File: src/rtl/mem_wb_stage_pkg.sv
// mem_wb_stage_pkg: writeback-select and load-type encodings plus the captured WB field bundle
package mem_wb_stage_pkg;

  localparam logic [1:0] WB_SEL_ALU  = 2'd0;
  localparam logic [1:0] WB_SEL_LOAD = 2'd1;
  localparam logic [1:0] WB_SEL_LINK = 2'd2;

  localparam logic [2:0] LD_LW  = 3'd0;
  localparam logic [2:0] LD_LH  = 3'd1;
  localparam logic [2:0] LD_LHU = 3'd2;
  localparam logic [2:0] LD_LB  = 3'd3;
  localparam logic [2:0] LD_LBU = 3'd4;

  typedef struct packed {
    logic        valid;
    logic        reg_write;
    logic [4:0]  wr_addr;
    logic [1:0]  wb_sel;
    logic [2:0]  ld_type;
    logic [1:0]  addr_lo;
    logic [31:0] alu_res;
    logic [31:0] rdata;
    logic [31:0] pc8;
  } wb_fields_t;

endpackage

File: src/rtl/mem_wb_stage_load_ext.sv
// mem_wb_stage_load_ext: picks the byte/half lane of a loaded word and sign/zero extends it
module mem_wb_stage_load_ext
  import mem_wb_stage_pkg::*;
#(
  parameter bit LITTLE_END = 1'b1
) (
  input  logic [31:0] rdata_i,
  input  logic [1:0]  addr_lo_i,
  input  logic [2:0]  ld_type_i,
  output logic [31:0] data_o
);

  logic [1:0]  b_lane;
  logic        h_lane;
  logic [7:0]  b;
  logic [15:0] h;

  // big-endian lanes are the mirror image of little-endian ones
  assign b_lane = LITTLE_END ? addr_lo_i : ~addr_lo_i;
  assign h_lane = LITTLE_END ? addr_lo_i[1] : ~addr_lo_i[1];
  assign b = b_lane == 2'd0 ? rdata_i[7:0] :
             b_lane == 2'd1 ? rdata_i[15:8] :
             b_lane == 2'd2 ? rdata_i[23:16] : rdata_i[31:24];
  assign h = h_lane ? rdata_i[31:16] : rdata_i[15:0];

  // unknown load types fall back to a full word
  always_comb
    data_o = ld_type_i == LD_LH  ? {{16{h[15]}}, h} :
             ld_type_i == LD_LHU ? {16'h0, h} :
             ld_type_i == LD_LB  ? {{24{b[7]}}, b} :
             ld_type_i == LD_LBU ? {24'h0, b} : rdata_i;

endmodule

File: src/rtl/mem_wb_stage.sv
// mem_wb_stage: MEM/WB pipeline register, load extension, writeback mux and retired counter
module mem_wb_stage
  import mem_wb_stage_pkg::*;
#(
  parameter int CNT_W      = 32,
  parameter bit LITTLE_END = 1'b1
) (
  input  logic             clk,
  input  logic             rst,
  input  logic             mem_valid,
  input  logic             mem_reg_write,
  input  logic [4:0]       mem_wr_addr,
  input  logic [1:0]       mem_wb_sel,
  input  logic [2:0]       mem_ld_type,
  input  logic [1:0]       mem_addr_lo,
  input  logic [31:0]      mem_alu_res,
  input  logic [31:0]      mem_rdata,
  input  logic [31:0]      mem_pc8,
  input  logic             stall,
  input  logic             flush,
  output logic             RegWrite,
  output logic [4:0]       WriteAddr,
  output logic [31:0]      WriteData,
  output logic             fwd_valid,
  output logic [CNT_W-1:0] retired
);

  wb_fields_t       mem_in, wb_q, wb_d;
  logic [CNT_W-1:0] retired_q, retired_d;
  logic [31:0]      ld_data, sel_data;

  assign mem_in = '{valid: mem_valid, reg_write: mem_reg_write, wr_addr: mem_wr_addr,
                    wb_sel: mem_wb_sel, ld_type: mem_ld_type, addr_lo: mem_addr_lo,
                    alu_res: mem_alu_res, rdata: mem_rdata, pc8: mem_pc8};

  // flush beats stall: a stalled slot that is flushed becomes a bubble and never retires
  always_comb begin
    wb_d = stall ? wb_q : mem_in;
    wb_d.valid = ~flush & (stall ? wb_q.valid : mem_valid);
    retired_d = retired_q + CNT_W'(wb_q.valid & ~stall);
  end

  // WB register and counter; reset drops any in-flight instruction
  always_ff @(posedge clk) begin
    if (rst) begin
      wb_q <= '0;
      retired_q <= '0;
    end else begin
      wb_q <= wb_d;
      retired_q <= retired_d;
    end
  end

  mem_wb_stage_load_ext #(.LITTLE_END(LITTLE_END)) u_load_ext (
    .rdata_i  (wb_q.rdata),
    .addr_lo_i(wb_q.addr_lo),
    .ld_type_i(wb_q.ld_type),
    .data_o   (ld_data)
  );

  assign sel_data  = wb_q.wb_sel == WB_SEL_LOAD ? ld_data :
                     wb_q.wb_sel == WB_SEL_LINK ? wb_q.pc8 : wb_q.alu_res;
  assign RegWrite  = wb_q.valid & wb_q.reg_write & |wb_q.wr_addr;
  assign WriteAddr = RegWrite ? wb_q.wr_addr : 5'd0;
  assign WriteData = RegWrite ? sel_data : 32'd0;
  assign fwd_valid = RegWrite;
  assign retired   = retired_q;

endmodule

File: config.mk
export PLATFORM = sky130hd
export DESIGN_NAME = mem_wb_stage
export DESIGN_NICKNAME = d
export VERILOG_FILES = /design/src/rtl/mem_wb_stage_pkg.sv /design/src/rtl/mem_wb_stage_load_ext.sv /design/src/rtl/mem_wb_stage.sv
export SDC_FILE = /design/constraint.sdc
export NUM_CORES = 1
export LEC_CHECK = 0
export CELL_PAD_IN_SITES_DETAIL_PLACEMENT = 2
export CELL_PAD_IN_SITES_GLOBAL_PLACEMENT = 2
export CORE_UTILIZATION = 40
export DETAILED_ROUTE_END_ITERATION = 10
export DONT_BUFFER_PORTS = 1
export PLACE_DENSITY_LB_ADDON = 0.1
export SLEW_MARGIN = 40
export SYNTH_ARGS = -nofsm -noshare
export SYNTH_HDL_FRONTEND = slang
export SYNTH_SLANG_ARGS = --single-unit
export TNS_END_PERCENT = 100
File: constraint.sdc
create_clock -name clk -period 7.62 [get_ports clk]
set_input_delay 2.286 -clock clk [delete_from_list [all_inputs] [get_ports clk]]
set_output_delay 2.286 -clock clk [all_outputs]
set_load 0.01 [all_outputs]
==> impl_metrics.toml <==
[grt]
grtUsageTotal_pct = 27.3
grt_antenna_before_repair = 0
grt_max_degree = 153
grt_pass1_vias = 6372
gr-total-overflow = 0
grt_pass1_wl_um = 37400

[synth]
syn-cell-area_um2 = 7130
ys_types = 45
yosys_warnings = 0
synth.ff_latch_count = 142
syn_area_per_cell_um2 = 8.94
ys_seq_area_share_pct = 39.9
synth_fp_nets = 914
synthCells = 798

[timing]
period_share_pct = 69.1
finClkSkew_ps = 8.10
rsz0062_at_grt = "false"
fmax_ghz = 0.190
finalSetupTns_ps = 0
final.min_clock_period_ps = 5270
slew_violations = 0
tightest_slew_ps = 902
fin_ws_ps = 2350
finalSetupViolations = 0
slew_headroom_pct = 39.7
hold_viol = 0

[clocking]
root_buffer = "clkbuf_16"
insertion_delay_ps = 430
numCtsBuffers = 17
path_clk_slew_ps = 60
cts_tree = "yes"
cts_resized = 0
hold_buffers = 0
clock_sinks = 142
postCtsSetupRepairBufs = 0
h-tree-depth = 4
cts_buffer_depth = 2

[setup_path]
required_ps = 5330
r2r_start = "wb_q[109]$_SDFF_PP0_"
timing.critical_path.buf_inv = 1
startpoint_type = "register"
end_kind = "primary output"
r2r-end = "retired[28]$_SDFF_PP0_"
cp_cell_sequence = "buf_4 -> nand2b_1 -> and2_1 -> a22oi_1 -> a221oi_1"
cpPeakStageDelay_ps = 690
critical_path_class = "reg -> out"
cp_max_fo = 37
arrival_ps = 2980
slowest_stage = "a221oi_1"
worstRegToRegCells = 7
path_delay_family = "simple AND/OR/NAND/NOR gates"
regToRegSetupSlack_ps = 4690

[finish]
final_common_cell = "nor2_1"
n_fill_cell = 1886
regArea_um2 = 2840
multi_input_area_um2 = 4000
nets = 872
drive_above_1_share_pct = 7.80
final_cell_mix = "146 x nor2_1, 142 x dfxtp_1, 140 x mux2i_1"
area_growth_pct = 9.86
antenna_cells = 0
final_cells = 994

[pwr]
total_power_mw = 1.88
vdd_drop_max_mv = 0.167
power_leakage_nw = 3.01
power.density_nw_per_um2 = 240

[detailed_routing]
vias = 6084
ant_nets = 0
routedWlPerCell_um = 24.9
dr.first_iter.drc_count = 300
via_per_inst = 6.12
totalWireLength_um = 24800
drc = 0
drt-pass1-iter-count = 4

[hold_path]
hp-start = "wb_q[20]$_SDFFE_PP0N_"
hold_end = "wb_q[20]$_SDFFE_PP0N_"
hold_class = "reg -> reg"
min_path_cells = 2

[floorplan]
boundaryPins = 185
fp.dieH_um = 136
initial_core_util_pct = 41.1
coreArea_um2 = 17400
die-area_um2 = 18400
die_w_um = 136
core.rowCount = 48

[outcome]
status = "finished, final reports clean"

[place]
place_ws_ps = 2570
dpl.hpwl_um = 17500
port_buffers = 0
post-place-cells = 962
place_congestion = 0.890

[job]
drv_cap = 0
[final cells by class]
cell class / count / share of cell area [%]
inverters: 11 / 0.527
multi-input cells: 579 / 51.0
well taps: 225 / 3.59
clock buffers: 18 / 5.48
clock inverters: 14 / 2.64
repair buffers: 5 / 0.479
flip-flops and latches: 142 / 36.3
[registers in the layout, summed over array words and instances (netlist names)]
name and cells:
retired 32, wb_q 110
[worst max-delay path by stage]
stage	startpoint	endpoint	slack [ps]	cells after the start
after global routing	wb_q[101]$_SDFFE_PP0N_	WriteData[16]	2230	5
after CTS	wb_q[103]$_SDFFE_PP0N_	WriteData[1]	2130	5
after floorplan	stall	retired[26]$_SDFF_PP0_	2700	11
after global placement	wb_q[103]$_SDFFE_PP0N_	WriteData[2]	2700	5
final	wb_q[101]$_SDFFE_PP0N_	WriteData[16]	2350	5
after detailed placement	wb_q[103]$_SDFFE_PP0N_	WriteData[2]	2570	5
[report_power, final]
group / total, mW / internal [mW] / switching, mW / leakage (nW)
clock: 0.908 / 0.556 / 0.351 / 0.306
sequential: 0.820 / 0.777 / 0.0428 / 1.17
combinational: 0.149 / 0.0695 / 0.0791 / 1.54
[logic make-up (layout without fill, tap and decap cells)]
| group | after synthesis | count (layout) | synth area share (%) |
|---|---|---|---|
| and+or+nand+nor | 266 | 266 | 17.3 |
| adders and majority gates | 2 | 2 | 0.351 |
| AOI/OAI and AO/OA | 142 | 142 | 14.2 |
| buffers and inverters | 77 | 48 | 4.23 |
| DFF | 142 | 142 | 39.9 |
| muxes | 159 | 159 | 22.8 |
| xor gates and xnor gates | 10 | 10 | 1.23 |
[through the flow]
stage | cell area [µm²] | utilization, % | hold slack, ps
5_1_grt | 7830 | 45.1 | 546
2_1_floorplan | 7130 | - | 463
6_report | 7830 | 45.1 | 498
3_3_place_gp | 7190 | 41.4 | 478
3_5_place_dp | 7190 | 41.4 | 487
4_1_cts | 7830 | 45.1 | 505
[worst register-to-register path, stage by stage, from the launching register on]
cell and delay, ps:
dfxtp_1 540, nor2b_1 190, ha_1 220, ha_1 230, nand4_1 220, or3_1 660, nor4_1 390, mux2_2 370
[metal layers]
metal | part of all wire [%] | track usage [%] | vias to the layer above
li1 | - | - | 2797
met1 | 41 | 31.1 | 3064
met2 | 49 | 47.4 | 185
met3 | 7.3 | 8.38 | 38
met4 | 2.6 | 11.0 | 0
met5 | 0 | 0 | -
[cell usage after synthesis (all sizes together)]
master | n | area share (%)
o2111ai | 1 | 0.12
xnor2 | 7 | 0.86
o31ai | 6 | 0.63
mux4 | 1 | 0.32
nand3 | 12 | 0.91
or2 | 1 | 0.088
xor2 | 3 | 0.37
o21ai | 7 | 0.49
nor3 | 10 | 0.70
a41oi | 1 | 0.12
clkbuf | 42 | 2.2
or3b | 1 | 0.12
nor2b | 26 | 2.3
buf | 24 | 1.4
a221oi | 35 | 4.3
nor4 | 6 | 0.53
o22ai | 7 | 0.61
a2bb2oi | 7 | 0.86
and4 | 1 | 0.12
a2111oi | 1 | 0.12
nor2 | 146 | 7.7
nand2 | 24 | 1.3
and3 | 8 | 0.70
nand2b | 5 | 0.44
or3 | 8 | 0.70
mux2i | 140 | 20
ha | 2 | 0.35
o221ai | 14 | 1.7
mux2 | 18 | 2.8
a21oi | 46 | 3.2
o211ai | 1 | 0.18
and2 | 3 | 0.26
nand4 | 4 | 0.35
a22oi | 4 | 0.42
nand3b | 2 | 0.21
a222oi | 2 | 0.28
inv | 11 | 0.58
dfxtp | 142 | 40
a21boi | 7 | 0.74
o311ai | 3 | 0.37
or4 | 9 | 0.95
No activity file was read; power rests on OpenSTA's default activity.
